<file path="src/rtl/add_pkg.sv">
// Shared types for the multi-byte add sequencer: byte width, FSM states
// and the packed ALU flag bundle.
package add_pkg;

  localparam int BYTE_W = 8;

  typedef enum logic [1:0] {
    IDLE = 2'd0,
    RUN  = 2'd1,
    DONE = 2'd2
  } state_t;

  typedef struct packed {
    logic c;
    logic z;
    logic n;
    logic v;
  } alu_flags_t;

endpackage

</file>
<file path="src/rtl/multibyte_add_flags.sv">
// Combinational C/Z/N/V flags from the most-significant byte of a
// chained add, given whether the lower result bytes were already zero.
import add_pkg::*;

module multibyte_add_flags (
  input  logic              a_msb,
  input  logic              b_eff_msb,
  input  logic [BYTE_W-1:0] add_sum,
  input  logic              add_cout,
  input  logic              upper_zero,
  output alu_flags_t        flags
);

  always_comb begin
    flags.c = add_cout;
    flags.z = upper_zero && (add_sum == '0);
    flags.n = add_sum[BYTE_W-1];
    // b_eff_msb is the already-inverted operand for subtract, so one rule
    // covers both add and subtract overflow.
    flags.v = (a_msb == b_eff_msb) && (add_sum[BYTE_W-1] != a_msb);
  end

endmodule

</file>
<file path="src/rtl/multibyte_add_seq.sv">
// Sequences a wide add/subtract through an external 8-bit adder one byte
// per cycle (LSB first), then returns result and flags over valid/ready.
import add_pkg::*;

module multibyte_add_seq #(
  parameter int NBYTES = 4
) (
  input  logic                     clk,
  input  logic                     rst,
  input  logic                     start_valid,
  output logic                     start_ready,
  input  logic [8*NBYTES-1:0]      op_a,
  input  logic [8*NBYTES-1:0]      op_b,
  input  logic                     sub,
  input  logic                     carry_in,
  output logic [BYTE_W-1:0]        add_a,
  output logic [BYTE_W-1:0]        add_b,
  output logic                     add_cin,
  input  logic [BYTE_W-1:0]        add_sum,
  input  logic                     add_cout,
  output logic                     res_valid,
  input  logic                     res_ready,
  output logic [8*NBYTES-1:0]      result,
  output logic                     flag_c,
  output logic                     flag_z,
  output logic                     flag_n,
  output logic                     flag_v
);

  // Handshakes: a transfer happens on a rising edge where valid && ready
  // are both high; valid never depends on ready, and ready is state-only
  // (start_ready is additionally forced low while rst is high).

  localparam int W        = BYTE_W * NBYTES;
  localparam int IDX_W    = (NBYTES > 1) ? $clog2(NBYTES) : 1;
  localparam logic [IDX_W-1:0] LAST_IDX = IDX_W'(NBYTES - 1);

  state_t           state;
  state_t           state_next;
  logic [W-1:0]     a_reg;
  logic [W-1:0]     b_reg;
  logic             carry_reg;
  logic [IDX_W-1:0] idx;
  logic [W-1:0]     result_reg;
  alu_flags_t       flags_reg;
  alu_flags_t       flags_next;
  logic             upper_zero;
  logic             last_byte;

  assign last_byte = (idx == LAST_IDX);

  // FSM state register
  always_ff @(posedge clk) begin
    if (rst) begin
      state <= IDLE;
    end else begin
      state <= state_next;
    end
  end

  // FSM next-state and handshake outputs
  always_comb begin
    state_next  = state;
    start_ready = 1'b0;
    res_valid   = 1'b0;
    case (state)
      IDLE: begin
        start_ready = !rst;
        if (start_valid) begin
          state_next = RUN;
        end
      end
      RUN: begin
        if (last_byte) begin
          state_next = DONE;
        end
      end
      DONE: begin
        res_valid = 1'b1;
        if (res_ready) begin
          state_next = IDLE;
        end
      end
      default: begin
        state_next = IDLE;
      end
    endcase
  end

  // Byte lane select towards the external adder; quiet outside RUN.
  always_comb begin
    add_a   = '0;
    add_b   = '0;
    add_cin = 1'b0;
    if (state == RUN) begin
      add_cin = carry_reg;
      for (int i = 0; i < NBYTES; i++) begin
        if (idx == IDX_W'(i)) begin
          add_a = a_reg[i*BYTE_W +: BYTE_W];
          add_b = b_reg[i*BYTE_W +: BYTE_W];
        end
      end
    end
  end

  // All bytes below the one currently on the adder are already in result_reg.
  always_comb begin
    upper_zero = 1'b1;
    for (int i = 0; i < NBYTES - 1; i++) begin
      if (result_reg[i*BYTE_W +: BYTE_W] != '0) begin
        upper_zero = 1'b0;
      end
    end
  end

  multibyte_add_flags u_flags (
    .a_msb      (a_reg[W-1]),
    .b_eff_msb  (b_reg[W-1]),
    .add_sum    (add_sum),
    .add_cout   (add_cout),
    .upper_zero (upper_zero),
    .flags      (flags_next)
  );

  // Operand capture, byte collection and flag registration
  always_ff @(posedge clk) begin
    if (rst) begin
      a_reg      <= '0;
      b_reg      <= '0;
      carry_reg  <= 1'b0;
      idx        <= '0;
      result_reg <= '0;
      flags_reg  <= '0;
    end else begin
      case (state)
        IDLE: begin
          if (start_valid) begin
            a_reg     <= op_a;
            b_reg     <= sub ? ~op_b : op_b;
            carry_reg <= sub ? ~carry_in : carry_in;
            idx       <= '0;
          end
        end
        RUN: begin
          for (int i = 0; i < NBYTES; i++) begin
            if (idx == IDX_W'(i)) begin
              result_reg[i*BYTE_W +: BYTE_W] <= add_sum;
            end
          end
          carry_reg <= add_cout;
          if (last_byte) begin
            flags_reg <= flags_next;
          end else begin
            idx <= idx + 1'b1;
          end
        end
        default: begin
        end
      endcase
    end
  end

  assign result = result_reg;
  assign flag_c = flags_reg.c;
  assign flag_z = flags_reg.z;
  assign flag_n = flags_reg.n;
  assign flag_v = flags_reg.v;

endmodule

</file>
<file path="config.mk">
export PLATFORM = sky130hd
export DESIGN_NAME = multibyte_add_seq
export DESIGN_NICKNAME = d
export VERILOG_FILES = /design/src/rtl/add_pkg.sv /design/src/rtl/multibyte_add_flags.sv /design/src/rtl/multibyte_add_seq.sv
export SDC_FILE = /design/constraint.sdc
export NUM_CORES = 1
export LEC_CHECK = 0
export CAP_MARGIN = 5
export CORE_MARGIN = 1.5
export CORE_UTILIZATION = 47
export CTS_CLUSTER_DIAMETER = 30
export DETAILED_ROUTE_END_ITERATION = 8
export PLACE_DENSITY = 0.79
export SLEW_MARGIN = 15
export SYNTH_ARGS = -nofsm -noshare
export SYNTH_HDL_FRONTEND = slang
export SYNTH_SLANG_ARGS = --single-unit
</file>
<file path="constraint.sdc">
create_clock -name clk -period 2.2 [get_ports clk]
set_input_delay 0.44 -clock clk [delete_from_list [all_inputs] [get_ports clk]]
set_output_delay 0.44 -clock clk [all_outputs]
set_load 0.005 [all_outputs]
</file>
==> metrics.txt, run 1 <==
Crit-path slowest cell=dfxtp_2; Longest Clk Path Bufs=2; power per cell area=approximately 640 mW/mm^2; Setup WS pre-CTS=-0.245 ns; synthesis warning total=0; Remaining DRCs=0; Hold Path End=result[28]$_SDFFE_PP0P_; WP data arrival=~1.8 ns; CTS tree=built; GPL Wtd Cong=slightly below 0.9; Worst Tran Pin Value=approximately 0.72 ns; Hold/Removal Path Class=reg -> reg; Multi-input gate area=about 0.0024 sq mm; Clock transition at path regs=approximately 0.10 ns; Slew headroom=0.520; die area=roughly 0.010 sq mm; Fin. Hold Viols=0; final-report setup violation count=16; share of cells above drive strength 1=0.142; Gate Count Post-Synth=around 580; hold_buf cts=0; fillcell total=about 750; vias in the first global route=about 4,400; Worst Hold Path Cells=2; Worst Skew=~0.013 ns; FF+latch count, synth=around 100; Tmin final=roughly 2.3 ns; Die H=between 100 and 150 um; Yosys cell types=30; RR Startpoint=state[0]$_SDFFE_PP0P_; Worst path max stage delay=between 0.3 and 0.4 ns; clock root cell=clkbuf_8; DIE WIDTH=about 100 um; status=finished, violations left; num rows=35; syn_area_per_cell=about 8.0 sq um; router iterations before antenna repair=5; I/O Pins=134; synth-to-layout area growth=44.2%; Max Cap Violations=0; f_max=0.439 GHz; syn nets=between 600 and 700; Syn Std Cell Area=0.00458 sq mm; Final ANT Viol Nets=0; via count=between 4,000 and 5,000; DRT Wirelength=about 14,000 um; fin nets=about 800; WP data required=~1.8 ns; RR Endpoint=result[24]$_SDFFE_PP0P_; worst skew pair latency=0.37 ns; Yosys top cell area share=0.454; HPWL Detailed=roughly 9000 um; Hold Crit Start=result[28]$_SDFFE_PP0P_; ant diodes=0; unrepaired setup endpoints after global routing=yes; most frequent cells in the layout=nand2_1 (127), clkdlybuf4s50_1 (115), dfxtp_1 (101), a21oi_1 (72), nor2_1 (39); final worst slack=-0.0784 ns; reg2reg setup slack=0.50 ns; Iter 0 DRT Violations=170; crit-path max FO=17; Critical Path Sink Type=output pin; critical path class=reg -> out; final period utilization=1.04; PortBufs=133; Inserted Clock Buffers=9; worst vdd ir=0.396 mV; vias per cell=5.52; initial antenna violation count=0; main area contributors after synthesis=dfxtp_1 (45%), nand2_1 (10%), a21oi_1 (9.2%); core area=just over 0.009 sq mm; gr ovfl total=0; Yosys top cell by area=dfxtp_1; commonest non-fill, non-tap cell in the layout=nand2_1; Starting Density=0.491; final slew viol count=0; Final Util=0.708; cells on worst reg2reg path=5; Avg WL per Cell=16.1 um; first-pass GRT wire length=around 21,000 um; Startpoint Class=flip-flop; CTS H-Tree Depth=3; pin count of the biggest net entering global routing=roughly 70; failing checks=negative setup slack; CP cell instances=inv_4 > buf_6 > ha_4 > and3b_1 > a21oi_2 > o21ai_1 > a22o_1 > buf_2; Total GRT Usage=0.261; Pleak=approximately 0.0024 uW; register area=approximately 0.0021 sq mm; register area share after synthesis=0.454; clock tree sinks=104
## stage by stage
stage                     total power [uW]  std cells  hold WS [ns]  TNS, ns  cell area [sq um]
final                                 4220        846         0.458   -0.740               6610
after global routing                  4370        846         0.484    -1.78               6610
after CTS                             4210        845         0.460   -0.708               6590
after detailed placement              2840        817         0.447    -3.01               6160
after global placement                2820        817         0.442    -2.25               6160
after floorplan                       2480        575         0.432        0               4580
## cell usage after synthesis
master    count
nand2_1     128
dfxtp_1     104
a21oi_1      84
nor2_1       39
xnor2_1      33
a211oi_1     32
clkbuf_1     30
nand3_1      24
a22o_1       16
and3b_1      16
o21ai_0      16
buf_2        12
buf_1         7
nor4_1        6
ha_1          4
nor3_1        3
and2_1        2
inv_1         2
nand3b_1      2
nand4_1       2
nor2b_1       2
nor3b_1       2
or4_1         2
a211o_1       1
a22oi_1       1
a311oi_1      1
buf_4         1
nand2b_1      1
o21ai_1       1
or3b_2        1
## per-layer routing
metal / GRT usage / wire (um) / up-vias / part of all wire
li1: - / - / 2245 / -
met1: 0.317 / 5550 / 2181 / 0.41
met4: 0.0716 / 317 / 0 / 0.023
met2: 0.468 / 6820 / 215 / 0.50
met5: 0 / 0 / - / 0
met3: 0.0504 / 956 / 31 / 0.070
## power breakdown
group | switching, uW | internal, uW
Clock | 646 | 678
Combinational | 392 | 436
Sequential | 77.4 | 1990
Total | 1110 | 3110
## what timing repair did
| action | in CTS | in global routing |
|---|---|---|
| setup buffers | 8 | 2 |
| cloned | 4 | 0 |
| gates resized for setup | 121 | 11 |
| setup endpoints to repair | 16 | 17 |
| pin swaps | 23 | 7 |
## worst max path at each step
| stage | slack, ns | start | cells after the start | to |
|---|---|---|---|---|
| 2_1_floorplan | 0.27 | idx[1]$_SDFFE_PP0P_ | 7 | add_a[0] |
| 3_3_place_gp | -0.17 | idx[0]$_SDFFE_PP0P_ | 7 | add_a[2] |
| 3_5_place_dp | -0.24 | idx[0]$_SDFFE_PP0P_ | 7 | add_a[2] |
| 4_1_cts | -0.09 | idx[1]$_SDFFE_PP0P_ | 9 | add_b[7] |
| 5_1_grt | -0.16 | idx[1]$_SDFFE_PP0P_ | 9 | add_b[3] |
| 6_report | -0.08 | idx[1]$_SDFFE_PP0P_ | 8 | add_a[1] |
## cell families after synthesis
kind of cell | share of synthesized area
and+or+nand+nor | 0.226
AOI/OAI and AO/OA | 0.199
DFF | 0.454
buffers and inverters | 0.0467
xor gates and xnor gates | 0.0631
adders and majority gates | 0.0109
## layout make-up
class | count | area share
flip-flops and latches | 104 | 0.316
clock buffers | 12 | 0.0220
clock inverters | 4 | 0.0116
multi-input cells | 419 | 0.365
repair buffers | 176 | 0.260
inverters | 2 | 0.00151
well taps | 129 | 0.0244
## worst max-delay path, delay by kind of cell, from the launching register on
family | cells | cell delay (ns)
adder cells (fa/ha/maj) | 1 | 0.21
AND/OR/NAND/NOR | 1 | 0.20
flip-flops | 1 | 0.37
buffers and inverters | 3 | 0.28
AO/OA/AOI/OAI | 3 | 0.42
(Power assumes the default switching activity.)
==> inputs of run 2 (changes only) <==
--- a/config.mk
+++ b/config.mk
@@ -15,3 +15,4 @@
 export SYNTH_ARGS = -nofsm -noshare
 export SYNTH_HDL_FRONTEND = slang
 export SYNTH_SLANG_ARGS = --single-unit
+export TNS_END_PERCENT = 1
==> run 2 against run 1 <==
Hold slack lost 0.00061 ns. Count of clock-buffer cells in the layout is the same. Register-to-register slack is essentially flat. First-iteration DRC count grew 21%. Global-route usage is essentially flat. Clock power is essentially flat. Total power shrank 0.11%. The run still ends with negative setup slack left. Combinational power shrank 0.6%. Worst setup slack lost 0.0074 ns. Clock skew is essentially flat. Critical path depth is the same. Largest cell class unchanged. Critical path type unchanged. Sequential cell count is the same. Highest routed layer unchanged.
==> metrics.txt, run 2 (synthesis results as in run 1) <==
Final ANT Viol Nets=0 (unchanged); critical path class=reg -> out; RR Endpoint=result[24]$_SDFFE_PP0P_; Iter 0 DRT Violations=205 (+21%); reg2reg setup slack=0.50 ns (about the same); status=finished, violations left; DRT Wirelength=13,500 um (-0.88%); clock root cell=clkbuf_8; first-pass GRT wire length=20,900 um (-0.23%); Worst Hold Path Cells=2 (unchanged); Hold/Removal Path Class=reg -> reg; most frequent cells in the layout=nand2_1 (127), clkdlybuf4s50_1 (115), dfxtp_1 (102), a21oi_1 (71), nor2_1 (39); final-report setup violation count=13 (-3); clock tree sinks=104 (unchanged); num rows=35 (unchanged); crit-path max FO=6 (-11); Avg WL per Cell=16.0 um (-0.64%); failing checks=negative setup slack; Startpoint Class=flip-flop; DIE WIDTH=102 um (unchanged); Critical Path Sink Type=output pin; vias in the first global route=4,355 (-0.092%); Max Cap Violations=0 (unchanged); Hold Crit Start=result[28]$_SDFFE_PP0P_; final slew viol count=0 (unchanged); pin count of the biggest net entering global routing=72 (unchanged); Multi-input gate area=0.00241 sq mm (+0.16%); commonest non-fill, non-tap cell in the layout=nand2_1; fillcell total=741 (-0.67%); Hold Path End=result[28]$_SDFFE_PP0P_; Inserted Clock Buffers=9 (unchanged); Worst Skew=0.0127 ns (-0.000353 ns); unrepaired setup endpoints after global routing=yes; CTS H-Tree Depth=3 (unchanged); GPL Wtd Cong=0.889 (unchanged); power per cell area=638 mW/mm^2 (about the same); Total GRT Usage=0.260 (-0.000291); Die H=102 um (unchanged); Remaining DRCs=0 (unchanged); final worst slack=-0.0857 ns (-0.00737 ns); WP data arrival=1.85 ns (about the same); register area=0.00209 sq mm (about the same); worst skew pair latency=0.37 ns (about the same); initial antenna violation count=0 (unchanged); ant diodes=0 (unchanged); Pleak=0.00243 uW (-0.54%); PortBufs=133 (unchanged); die area=0.0104 sq mm (unchanged); vias per cell=5.48 (-0.79%); Setup WS pre-CTS=-0.245 ns (unchanged); Tmin final=2.29 ns (+0.00737 ns); final period utilization=1.04 (+0.00335); core area=0.00933 sq mm (unchanged); Starting Density=0.491 (unchanged); design area=0.00661 sq mm (about the same); f_max=0.437 GHz (-0.32%); Area after DPL=0.00616 sq mm (unchanged); hold_buf cts=0 (unchanged); via count=4,624 (-1.0%); RR Startpoint=state[0]$_SDFFE_PP0P_; CTS tree=built; Longest Clk Path Bufs=2 (unchanged); Slew headroom=0.524 (+0.00457); router iterations before antenna repair=5 (unchanged); HPWL Detailed=9190 um (unchanged); Worst Tran Pin Value=0.714 ns (-0.00685 ns); worst vdd ir=0.396 mV (about the same); Clock transition at path regs=0.10 ns (about the same); fin nets=793 (-0.25%); WP data required=1.76 ns (about the same); share of cells above drive strength 1=0.137 (-0.00520); I/O Pins=134 (unchanged); synth-to-layout area growth=44.1% (about the same); cells on worst reg2reg path=5 (unchanged); gr ovfl total=0 (unchanged); Fin. Hold Viols=0 (unchanged)
==> run 2: changes by cell type in the layout (fill, tap and decap cells not counted) <==
cell / previous run / this run
clkdlybuf4s15_1: 0 / 2
a21oi_1: 72 / 71
a21oi_2: 12 / 13
dfxtp_2: 2 / 1
clkbuf_2: 0 / 2
buf_2: 17 / 13
buf_4: 25 / 23
dfxtp_1: 101 / 102
==> run 2: power breakdown <==
group	internal (uW)	switching, uW
Combinational	433	389
Sequential	1990	76.7
Clock	678	647
Total	3100	1110
==> run 2: per-stage QoR <==
step | total power (uW) | util | setup TNS (ns) | instances | hold WS [ns]
2_1_floorplan | 2480 | - | 0 | 575 | 0.432
6_report | 4220 | 0.708 | -0.477 | 844 | 0.457
3_3_place_gp | 2820 | 0.661 | -2.25 | 817 | 0.442
4_1_cts | 4210 | 0.708 | -0.972 | 845 | 0.460
3_5_place_dp | 2840 | 0.661 | -3.01 | 817 | 0.447
5_1_grt | 4360 | 0.708 | -1.46 | 844 | 0.484
==> run 2: what timing repair did <==
item,in CTS,in global routing
pin swaps,20,18
endpoints found under the setup margin,16,17
setup buffers,8,0
resized for setup,112,14
gates cloned,4,0
==> run 2: critical path: stages (launching register included) <==
cell             delay [ns]
dfxtp_2                0.37
inv_4                  0.05
ha_4                   0.18
buf_8                  0.13
and3b_1                0.20
a21oi_1                0.04
o21ai_1                0.16
a22o_1                 0.15
clkdlybuf4s15_1        0.20
==> run 2: cell type report <==
| type | count | share of cell area |
|---|---|---|
| timing repair buffer | 174 | 0.259 |
| multi-input combinational | 419 | 0.365 |
| clock inverter | 4 | 0.0116 |
| tap | 129 | 0.0244 |
| inverter | 2 | 0.00152 |
| clock buffer | 12 | 0.0220 |
| sequential | 104 | 0.316 |
==> run 2: how the worst max path moves through the flow <==
| stage | start | endpoint | cells after the start | slack [ns] |
|---|---|---|---|---|
| after floorplan | idx[1]$_SDFFE_PP0P_ | add_a[0] | 7 | 0.27 |
| after global placement | idx[0]$_SDFFE_PP0P_ | add_a[2] | 7 | -0.17 |
| after detailed placement | idx[0]$_SDFFE_PP0P_ | add_a[2] | 7 | -0.24 |
| after CTS | idx[1]$_SDFFE_PP0P_ | add_b[7] | 9 | -0.09 |
| after global routing | idx[1]$_SDFFE_PP0P_ | add_b[3] | 9 | -0.17 |
| final | idx[1]$_SDFFE_PP0P_ | add_b[6] | 8 | -0.09 |
==> run 2: routing by layer <==
| layer | vias to the layer above | wire (um) | track usage | part of all wire |
|---|---|---|---|---|
| met3 | 30 | 837 | 0.0497 | 0.062 |
| met1 | 2180 | 5540 | 0.318 | 0.41 |
| met2 | 175 | 6860 | 0.468 | 0.51 |
| li1 | 2239 | - | - | - |
| met5 | - | 0 | 0 | 0 |
| met4 | 0 | 290 | 0.0694 | 0.021 |
==> inputs of run 3 (changes only) <==
--- a/config.mk
+++ b/config.mk
@@ -7,10 +7,10 @@
 export LEC_CHECK = 0
 export CAP_MARGIN = 5
 export CORE_MARGIN = 1.5
-export CORE_UTILIZATION = 47
+export CORE_UTILIZATION = 50
 export CTS_CLUSTER_DIAMETER = 30
 export DETAILED_ROUTE_END_ITERATION = 8
-export PLACE_DENSITY = 0.79
+export DONT_BUFFER_PORTS = 1
 export SLEW_MARGIN = 15
 export SYNTH_ARGS = -nofsm -noshare
 export SYNTH_HDL_FRONTEND = slang
==> run 3 against run 2 <==
The flow finishes with violations (design-rule violations). Via count down 17%. Count of clock-buffer cells in the layout unchanged. Global-route usage down 2.0 points. First-iteration DRC count up 4.4%. Core utilization down 14 points. Largest cell class unchanged.
==> metrics.txt, run 3 (synthesis results as in run 1) <==
status=finished, violations left; failing checks=design-rule violations; Total GRT Usage=0.241 (-0.0197); unrepaired setup endpoints after global routing=yes; gr ovfl total=0 (unchanged); ant diodes=0 (unchanged); met3 WL=756 um (-9.7%); final-report setup violation count=0 (-13); Max Cap Violations=0 (unchanged); worst skew pair latency=0.36 ns (about the same); CTS H-Tree Depth=3 (unchanged); final slew viol count=0 (unchanged); Top Layer Used=met4; commonest non-fill, non-tap cell in the layout=nand2_1; Clk pwr share=0.326 (+0.012); CP cell instances=inv_4 > ha_4 > buf_12 > and3b_1 > a21oi_2 > o21ai_1 > a22o_1; cells on worst reg2reg path=5 (unchanged); I/O Pins=134 (unchanged); PortBufs=0 (-100%); Starting Density=0.520 (+0.0291); share of cells above drive strength 1=0.0844 (-0.0527); WP data required=1.76 ns (about the same); met2 routed WL=5860 um (-15%); DIE WIDTH=98.7 um (-3.0%); Logic pwr share=0.128 (-0.067); delay-heaviest family, CP=compound AO/OA/AOI/OAI gates; final period utilization=0.999 (-0.0397); HPWL Detailed=7960 um (-13%); WHS=0.141 ns (-0.316 ns); Iter 0 DRT Violations=214 (+4.4%); Remaining DRCs=10 (+10); GPL Wtd Cong=0.793 (-11%); Hold Path End=b_reg[26]$_SDFFE_PP0P_; Pleak=0.00174 uW (-28%); power per cell area=764 mW/mm^2 (+20%); Final ANT Viol Nets=0 (unchanged); Startpoint Class=flip-flop; Die H=98.7 um (-3.0%); worst vdd ir=0.314 mV (-21%); switching pwr=983 uW (-12%); pin count of the biggest net entering global routing=107 (+49%); clock tree sinks=104 (unchanged); reg2reg setup slack=0.58 ns (+0.08 ns); via count=3,853 (-17%); WP data arrival=1.76 ns (-0.09 ns); Worst path max stage delay=0.38 ns (about the same); Tmin final=2.20 ns (-0.0874 ns); Crit-path slowest cell=dfxtp_2; Worst Hold Path Cells=1 (-1); synth-to-layout area growth=8.41%; crit-path max FO=13 (+7); RR Startpoint=state[0]$_SDFFE_PP0P_; Pint=2810 uW (-9.4%); most frequent cells in the layout=nand2_1 (128), dfxtp_1 (102), a21oi_1 (77), nor2_1 (39), xnor2_1 (33); vias per cell=5.79 (+5.8%); Power Total=3790 uW (-10%); Hold/Removal Path Class=in -> reg; Longest Clk Path Bufs=2 (unchanged); first-pass GRT wire length=18,500 um (-12%); register area=0.00208 sq mm (-0.12%); f_max=0.455 GHz (+4.0%); Clock transition at path regs=0.09 ns (about the same); die area=0.00975 sq mm (-5.8%); Avg WL per Cell=17.8 um (+11%); Fin. Hold Viols=0 (unchanged); Hold Crit Start=rst; Slew headroom=0.680 (+0.156); DRT Wirelength=11,800 um (-12%); Worst Tran Pin Value=0.476 ns (-0.238 ns); RR Endpoint=flag_z$_SDFFE_PP0P_; placed insts=645 (-21%); Multi-input gate area=0.00235 sq mm (-2.5%); CTS tree=built; Finished Layout Cells=665 (-21%); Inserted Clock Buffers=9 (unchanged); num rows=34 (-2.9%); core area=0.00881 sq mm (-5.6%); Critical Path Sink Type=output pin; Final Util=0.564 (-0.144); Area after DPL=0.00463 sq mm (-25%); clock root cell=clkbuf_8; vias in the first global route=3,654 (-16%); critical path class=reg -> out; switching share of power=0.259 (-0.00486); Worst Skew=0.00458 ns (-0.00810 ns); WP buf/inv=2 (-1); design area=0.00497 sq mm (-25%); Metal-1 WL=5070 um (-8.3%); router iterations before antenna repair=9 (+4); fillcell total=860 (+16%); fin nets=635 (-20%); sequential power share=0.546 (+0.055); initial antenna violation count=0 (unchanged)
==> run 3: layout make-up <==
cell class	count	area share
flip-flops and latches	104	0.420
multi-input cells	419	0.473
clock buffers	12	0.0312
clock inverters	4	0.0103
inverters	2	0.00201
repair buffers	16	0.0365
well taps	108	0.0272
==> run 3: worst max-delay path by stage <==
stage	from	to	depth (start not counted)
global placement	idx[0]$_SDFFE_PP0P_	add_b[7]	6
finish	idx[1]$_SDFFE_PP0P_	add_b[7]	7
CTS	idx[1]$_SDFFE_PP0P_	add_a[1]	7
global route	idx[1]$_SDFFE_PP0P_	add_b[7]	7
detailed placement	idx[0]$_SDFFE_PP0P_	add_b[7]	6
floorplan	idx[1]$_SDFFE_PP0P_	add_a[0]	7
==> run 3: power by group through the flow <==
stage               logic (uW)  clock network [uW]  registers, uW
floorplan                  394                   0           2080
global placement           433                   0           2110
detailed placement         443                   0           2110
CTS                        474                1260           2070
global route               545                1320           2080
finish                     487                1240           2070
==> run 3: repair_timing <==
item                                   in CTS  in global routing
pin swaps                                   0                  5
endpoints found under the hold margin       0                  0
buffers inserted                            0                  3
hold buffers                                0                  0
resized for setup                          20                 11
setup endpoints to repair                  16                 16
cloned                                      1                  0
==> run 3: stage by stage <==
stage | TNS [ns] | worst slack, ns
6_report | 0 | 0.00171
5_1_grt | -0.448 | -0.0587
4_1_cts | -0.0130 | -0.0125
3_5_place_dp | 0 | 0.0660
3_3_place_gp | 0 | 0.132
2_1_floorplan | 0 | 0.273
==> run 3: layer usage <==
layer / track usage / vias up
li1: - / 1922
met2: 0.403 / 118
met5: 0 / -
met1: 0.304 / 1801
met4: 0.0967 / 0
met3: 0.0482 / 12
